File: config.mk
export PLATFORM = sky130hd
export DESIGN_NAME = regwr_arbiter
export DESIGN_NICKNAME = d
export VERILOG_FILES = /design/src/rtl/regwr_arbiter.sv
export SDC_FILE = /design/constraint.sdc
export NUM_CORES = 1
export LEC_CHECK = 0
export CORE_MARGIN = 2
export CORE_UTILIZATION = 53
export CTS_CLUSTER_DIAMETER = 80
export DETAILED_ROUTE_END_ITERATION = 12
export PLACE_DENSITY = 0.92
export SLEW_MARGIN = 20
export SYNTH_ARGS = -nofsm -noshare
export SYNTH_HDL_FRONTEND = slang
export SYNTH_SLANG_ARGS = --single-unit
File: constraint.sdc
create_clock -name clock -period 9.3 [get_ports clock]
set_clock_uncertainty 0.1 [all_clocks]
set_input_delay 1.86 -clock clock [delete_from_list [all_inputs] [get_ports clock]]
set_output_delay 1.86 -clock clock [all_outputs]
set_load 0.01 [all_outputs]
File: src/rtl/regwr_arbiter.sv
// regwr_arbiter: merges ALU and load writebacks into one register-file write port
//   clock, reset            : clock, asynchronous active-high reset
//   alu_valid/alu_ready     : ALU writeback handshake, alu_reg_num/alu_dat payload
//   mem_valid/mem_ready     : load writeback handshake, mem_reg_num/mem_dat payload
//   Write_reg_num/Write_Dat : registered register-file write address/data
//   RegWriteout, grant_mem  : registered write enable and source of the current write
//   pending_mask            : registers with a nonzero-register write held or on the output
//   REGWR_ARB_RR_EN         : defined selects round-robin, undefined selects mem-over-alu priority
module regwr_arbiter (
  input  logic        clock,
  input  logic        reset,
  input  logic        alu_valid,
  output logic        alu_ready,
  input  logic [4:0]  alu_reg_num,
  input  logic [31:0] alu_dat,
  input  logic        mem_valid,
  output logic        mem_ready,
  input  logic [4:0]  mem_reg_num,
  input  logic [31:0] mem_dat,
  output logic [4:0]  Write_reg_num,
  output logic [31:0] Write_Dat,
  output logic        RegWriteout,
  output logic        grant_mem,
  output logic [31:0] pending_mask
);
  logic        a_v, m_v, mem_first, fav_m, pick_m, win_m, win_a, acc_a, acc_m;
  logic [4:0]  a_r, m_r;
  logic [31:0] a_d, m_d;
  assign pick_m = (a_r == m_r && a_r != 5'd0) ? mem_first : fav_m;
  assign win_m = m_v & (~a_v | pick_m);
  assign win_a = a_v & ~win_m;
  assign alu_ready = ~a_v | win_a;
  assign mem_ready = ~m_v | win_m;
  assign acc_a = alu_valid & alu_ready;
  assign acc_m = mem_valid & mem_ready;
`ifdef REGWR_ARB_RR_EN
  logic ptr_m;
  always_ff @(posedge clock or posedge reset)
    if (reset) ptr_m <= 1'b1;
    else if (a_v & m_v) ptr_m <= win_a;
  assign fav_m = ptr_m;
`else
  assign fav_m = 1'b1;
`endif
  always_ff @(posedge clock or posedge reset)
    if (reset) begin
      a_v <= 1'b0;
      m_v <= 1'b0;
      a_r <= '0;
      m_r <= '0;
      a_d <= '0;
      m_d <= '0;
      mem_first <= 1'b0;
      Write_reg_num <= '0;
      Write_Dat <= '0;
      RegWriteout <= 1'b0;
      grant_mem <= 1'b0;
    end else begin
      a_v <= acc_a | (a_v & ~win_a);
      m_v <= acc_m | (m_v & ~win_m);
      if (acc_a) begin
        a_r <= alu_reg_num;
        a_d <= alu_dat;
      end
      if (acc_m) begin
        m_r <= mem_reg_num;
        m_d <= mem_dat;
      end
      // a fresh ALU fill is never older than mem; a lone fresh mem fill is younger than a held ALU entry
      if (acc_a) mem_first <= 1'b1;
      else if (acc_m) mem_first <= 1'b0;
      RegWriteout <= 1'b0;
      if (win_m | win_a) begin
        Write_reg_num <= win_m ? m_r : a_r;
        Write_Dat <= win_m ? m_d : a_d;
        grant_mem <= win_m;
        RegWriteout <= (win_m ? m_r : a_r) != 5'd0;
      end
    end
  always_comb begin
    pending_mask = '0;
    if (a_v) pending_mask[a_r] = 1'b1;
    if (m_v) pending_mask[m_r] = 1'b1;
    if (RegWriteout) pending_mask[Write_reg_num] = 1'b1;
    pending_mask[0] = 1'b0;
  end
endmodule

==> results.md <==
- Outcome: complete, no violations
- Most frequent cells in the layout: clkdlybuf4s50_1 (149), dfrtp_1 (115), mux2_2 (112)
- Pre-CTS setup slack: 4.91 ns
- Clock Latency Late Sink: 0.52 ns
- Nets: 681
- Grt ovf: 0
- Die Ht: 109 µm
- RSZ-0062 raised after global routing: no
- Sequential share of the synthesized area: 0.499
- Post-synth cell types: 31
- Layout cells sized above 1: 0.299
- Rel. slew slack: 0.193
- Wire per inst: 19.8 µm
- Area grow syn2layout: 37.4%
- Clock sinks: 116
- Startpoint Class: flip-flop
- GRT Total Usage: 0.266
- Hold path depth: 1
- PD cells: 222 mW/mm²
- Crit path max fanout: 8
- Commonest non-fill, non-tap cell in the layout: clkdlybuf4s50_1
- Sw frac: 0.262
- Crit share post-route: 0.535
- First-pass GRT wire length: 23900 µm
- Clk slew on worst S/H paths: 0.06 ns
- Tightest Pin Transition: ~1.2 ns
- DR iter-0 viols: 324
- Port Buf Inserts: 149
- TritonRoute pass-1 iters: 9
- Ys Warns: 0
- Hold WS: between 0.3 and 0.4 ns
- Clock root buffer: clkbuf_8
- CP endpoint kind: output pin
- I/O pin cnt: 151
- DP HPWL: 9760 µm
- Final min period: 4.97 ns
- Vias: 4250
- TritonCTS buffer count: 17
- Flop and latch count out of synthesis: about 120
- Hold Path Class: reg -> reg
- Total negative slack: 0 ns
- CTS tree: built
- Post-route setup slack: 4.33 ns
- Die X: between 100 and 150 µm
- Total Power: 1.78 mW
- Vias in the first global route: 4526
- Cts repair resizes: 0
- Vias per Instance: approximately 5.6
- Antenna Violating Nets Remaining: 0
- WP data required: 7.34 ns
- Pin count of the biggest net entering global routing: 65
- Hold-fix buffers at CTS: 0
- Final hold vios: 0
- Max Freq: 201 MHz
- Diode count: 0
- Final wirelength: 15000 µm
- Reg power frac: 0.369
- Gate power share: 0.228
- Lkg Pwr: about 3.5 nW
- Initial antenna violation count: 0
- Pint: 1.31 mW
- Max-cap violations: 0
- Synth Instances: 462
- Full die area: 0.0118 mm²
- Post-CTS Repair Setup Buffers: 0
- Fin. max-slew vios: 0
- CP arrival: ~3.0 ns
- Global placer's final weighted congestion: 0.840
- Final Setup Violations: 0
- # rows: 38
- Post-Syn Nets: 540
- Crit path kind: reg -> out
- Synth Cell Area: 0.00582 mm²
- Worst vdd ir: 0.204 mV
- Psw: 0.466 mW
- CTS max path bufs: 2
- Core Box Area: roughly 0.011 mm²
- Synth Area per Inst: ~13 µm²
- DRC violations left: 0
- Number of H-tree levels: 4
- R2R depth: 5
- Clock share of power: 0.404
- Starting Density: 0.539
## routing by layer
metal	routed length (µm)	vias to the layer above	share of wire	track usage
met5	0	-	0	0
met4	157	0	0.010	0.0806
met3	1170	20	0.078	0.0735
met2	7650	200	0.51	0.458
met1	6010	2102	0.40	0.325
li1	-	1928	-	-
## path summary, 6_finish.rpt
kind / start / to / slack (ns)
worst min-delay path: m_d[2] / Write_Dat[2] / 0.40
worst max register to register: a_r[4] / m_d[6] / 6.15
max in group asynchronous: reset / a_v / 6.15
worst max-delay path: m_v / pending_mask[25] / 4.33
worst min register to register: m_d[2] / Write_Dat[2] / 0.40
min in group asynchronous: reset / Write_Dat[10] / 1.69
## worst max-delay path: stages, from the launching register on
cell	delay, ns
dfrtp_1	0.51
inv_1	0.14
nor3b_1	0.93
a222oi_1	0.29
inv_1	0.10
clkdlybuf4s50_1	0.53
## sequential cells by signal, summed over array words and instances, names as in the netlist
| signal | cells |
|---|---|
| Write_Dat | 32 |
| a_d | 32 |
| m_d | 32 |
| Write_reg_num | 5 |
| a_r | 5 |
| m_r | 5 |
| RegWriteout | 1 |
| a_v | 1 |
| grant_mem | 1 |
| m_v | 1 |
| mem_first | 1 |
## power by group through the flow
stage / registers, mW / clock network, mW / logic [mW]
2_1_floorplan: 0.645 / 0 / 0.232
3_3_place_gp: 0.652 / 0 / 0.388
3_5_place_dp: 0.659 / 0 / 0.401
4_1_cts: 0.654 / 0.724 / 0.407
5_1_grt: 0.665 / 0.746 / 0.434
6_report: 0.655 / 0.718 / 0.405
## layout make-up
class	count	area [µm²]
Tap cell	140	175
Clock inverter	8	170
Clock buffer	24	480
Timing Repair Buffer	153	1520
Fill cell	662	2800
Inverter	10	40.0
Multi-Input combinational cell	305	2710
Sequential cell	116	2900
## per-stage QoR
stage / cell area, µm² / cells / utilization
floorplan: 5820 / 462 / -
global placement: 7340 / 724 / 0.680
detailed placement: 7340 / 724 / 0.680
CTS: 7990 / 756 / 0.740
global route: 8000 / 756 / 0.741
finish: 8000 / 756 / 0.741
## synthesized netlist by cell type
library cell | instances | area share
dfrtp_1 | 116 | 0.50
mux2_2 | 112 | 0.22
nand2_1 | 69 | 0.044
mux2_4 | 30 | 0.077
a22oi_1 | 29 | 0.037
clkbuf_1 | 13 | 0.0084
nor3b_1 | 13 | 0.017
nor2_1 | 11 | 0.0071
inv_1 | 10 | 0.0064
buf_2 | 7 | 0.0060
buf_6 | 7 | 0.014
and3_1 | 5 | 0.0054
and3b_1 | 5 | 0.0075
mux2_1 | 5 | 0.0097
xor2_1 | 5 | 0.0075
a222oi_1 | 3 | 0.0052
buf_4 | 3 | 0.0039
nor3_1 | 3 | 0.0026
o21ai_0 | 3 | 0.0026
a31o_2 | 2 | 0.0030
a2111oi_0 | 1 | 0.0015
a211oi_2 | 1 | 0.0021
a41oi_4 | 1 | 0.0047
and2_1 | 1 | 0.0011
buf_1 | 1 | 0.00064
conb_1 | 1 | 0.00064
mux2i_1 | 1 | 0.0017
nand3_1 | 1 | 0.00086
nand4_1 | 1 | 0.0011
nor3_2 | 1 | 0.0017
nor4_4 | 1 | 0.0037
## logic make-up after synthesis
logic type      count (synthesis)  share of synthesized area
buf+inv                        41                     0.0389
simple gates                  111                     0.0922
xor+xnor                        5                    0.00752
compound gates                 40                     0.0565
mux                           148                      0.305
other cells                     1                   0.000644
flops                         116                      0.499
Power figures use the tool's default switching activity.
==> patch, RTL diff (config.mk and constraints unchanged) <==
Add a define of `REGWR_ARB_RR_EN`.
--- a/src/rtl/regwr_arbiter.sv
+++ b/src/rtl/regwr_arbiter.sv
@@ -8,2 +8,4 @@
 //   REGWR_ARB_RR_EN         : defined selects round-robin, undefined selects mem-over-alu priority
+`define REGWR_ARB_RR_EN
+
 module regwr_arbiter (
Behaviour: not the same (Yosys sat finds a counterexample within 4 cycles, from zero or initial values and one cycle with reset high).
==> patch against the unedited design <==
Count of clock-buffer cells in the layout decreased by 2; die area decreased by 0.17%; wire length decreased by 5.3%; final cell count increased by 1.3%; synthesized cell count increased by 2.8%; maximum frequency decreased by 1.5%; design area decreased by 0.77%; worst setup slack got worse by 0.078 ns; sequential cell count increased by 1; area after synthesis decreased by 0.17%; critical path type unchanged.
Power is not compared: it rests on default switching activity, and its combinational part moved more than twofold at a synthesized area within 25%.
==> patch: results (changes against the unedited design) <==
| Metric | Value |
|---|---|
| Status | finished clean (unchanged) |
| Skew-Pair Late Insertion Delay | 0.50 ns (was 0.52 ns) |
| Seq/Total Area, Yosys | 50.4% (was 49.9%) |
| Critical Path Source | a_v$_DFF_PP0_ (was m_v$_DFF_PP0_) |
| FILL cells | 744 (was 662) |
| Number of global-route vias before repair | 4559 (was 4526) |
| Largest stage delay, worst path | 1.07 ns (was 0.93 ns) |
| Fin crit share | 54.3% (was 53.5%) |
| Vias per inst | 5.66 (was 5.62) |
| Setup slack at placement | 4.76 ns (was 4.91 ns) |
| Switching power | 0.802 mW |
| Cts repair resizes | 0 (unchanged) |
| R2R setup slack | 6.07 ns (was 6.15 ns) |
| Worst min-delay path class | flip-flop to flip-flop (unchanged) |
| Area post-placement | 7340 um2 (about the same) |
| Max-slew headroom | 28.7% (was 19.3%) |
| Dpl cells | 735 (was 724) |
| Final GP Congestion | 0.914 (was 0.840) |
| Post-DP HPWL | 9.65 mm (was 9.76 mm) |
| First-pass DRT Iterations | 5 (was 9) |
| Synth Area per Inst | 12.2 um2 (was 12.6 um2) |
| GR Util All Layers | 24.8% (was 26.6%) |
| Min-delay src | m_d[29]$_DFFE_PP0P_ (was m_d[2]$_DFFE_PP0P_) |
| Top cells by area, synth | dfrtp_1 (50%), mux2_2 (22%), mux2_1 (6.2%), nand2_1 (4.5%), a22oi_1 (3.6%) (was dfrtp_1 (50%), mux2_2 (22%), mux2_4 (7.7%), nand2_1 (4.4%), a22oi_1 (3.7%)) |
| Syn_nets | 553 (was 540) |
| Critical path arrival | 3.09 ns (was 3.01 ns) |
| Share of cells above drive strength 1 | 25.2% (was 29.9%) |
| Crit-path max FO | 49 (was 8) |
| Top cells by count, synth | dfrtp_1 (116), mux2_2 (114), nand2_1 (69) (was dfrtp_1 (116), mux2_2 (112), nand2_1 (69)) |
| Largest net degree at the start of global routing | 82 (was 65) |
| Synthesis-to-layout area growth | 36.6% (was 37.4%) |
| 1st-iter DRT viols | 223 (was 324) |
| Cell variety after synth | 41 (was 31) |
| Clock group | 0.641 mW |
| Nets | 692 (was 681) |
| Crit-path slowest cell | dfrtp_2 (was nor3b_1) |
-- patch: cell types whose count changed after synthesis, moves of 3 or more --
cell,delta
inv_1,-5
nor2b_1,+4
and2_1,+3
nor3b_1,-3
mux2_4,-30
clkbuf_1,+3
mux2_1,+27
nand2b_1,+3
-- patch: final timing paths --
kind,cells after the start,endpoint
min in group asynchronous,2,m_d[14]$_DFFE_PP0P_
worst max-delay path,5,pending_mask[21]
worst min register to register,1,m_d[29]$_DFFE_PP0P_
worst min-delay path,1,m_d[29]$_DFFE_PP0P_
max in group asynchronous,3,a_v$_DFF_PP0_
worst max register to register,4,m_d[19]$_DFFE_PP0P_
-- patch: cell families (layout without fill, tap and decap cells) --
group,after synthesis,in the layout,synth area share [%]
other,1,1,0.0645
xor gates and xnor gates,5,5,0.754
and+or+nand+nor,124,124,10.5
AOI/OAI and AO/OA,45,45,6.72
DFF,117,117,50.4
muxes,146,146,28.3
buffers and inverters,37,188,3.29
-- patch: worst max-delay path: cells and delay by family (launching register included) --
kind                   cells  cell delay (ns)
AO/OA/AOI/OAI              1             0.18
buffers and inverters      1             0.54
flip-flops                 1             1.07
AND/OR/NAND/NOR            3             0.79
-- patch: layer usage --
| metal | part of all wire, % | global-route usage, % | up-vias |
|---|---|---|---|
| li1 | - | - | 1979 |
| met1 | 40 | 29.1 | 2145 |
| met5 | 0 | 0 | - |
| met2 | 52 | 44.3 | 188 |
| met4 | 1.7 | 8.70 | 0 |
| met3 | 6.0 | 6.16 | 22 |
-- patch: final cells by class --
type / instances / area [um2] / share of cell area (%)
clock inverter: 9 / 126 / 1.59
clock buffer: 22 / 463 / 5.83
sequential: 117 / 2930 / 36.9
inverter: 5 / 21.3 / 0.268
multi-input combinational: 321 / 2700 / 34.0
timing repair buffer: 152 / 1520 / 19.1
tap: 140 / 175 / 2.21
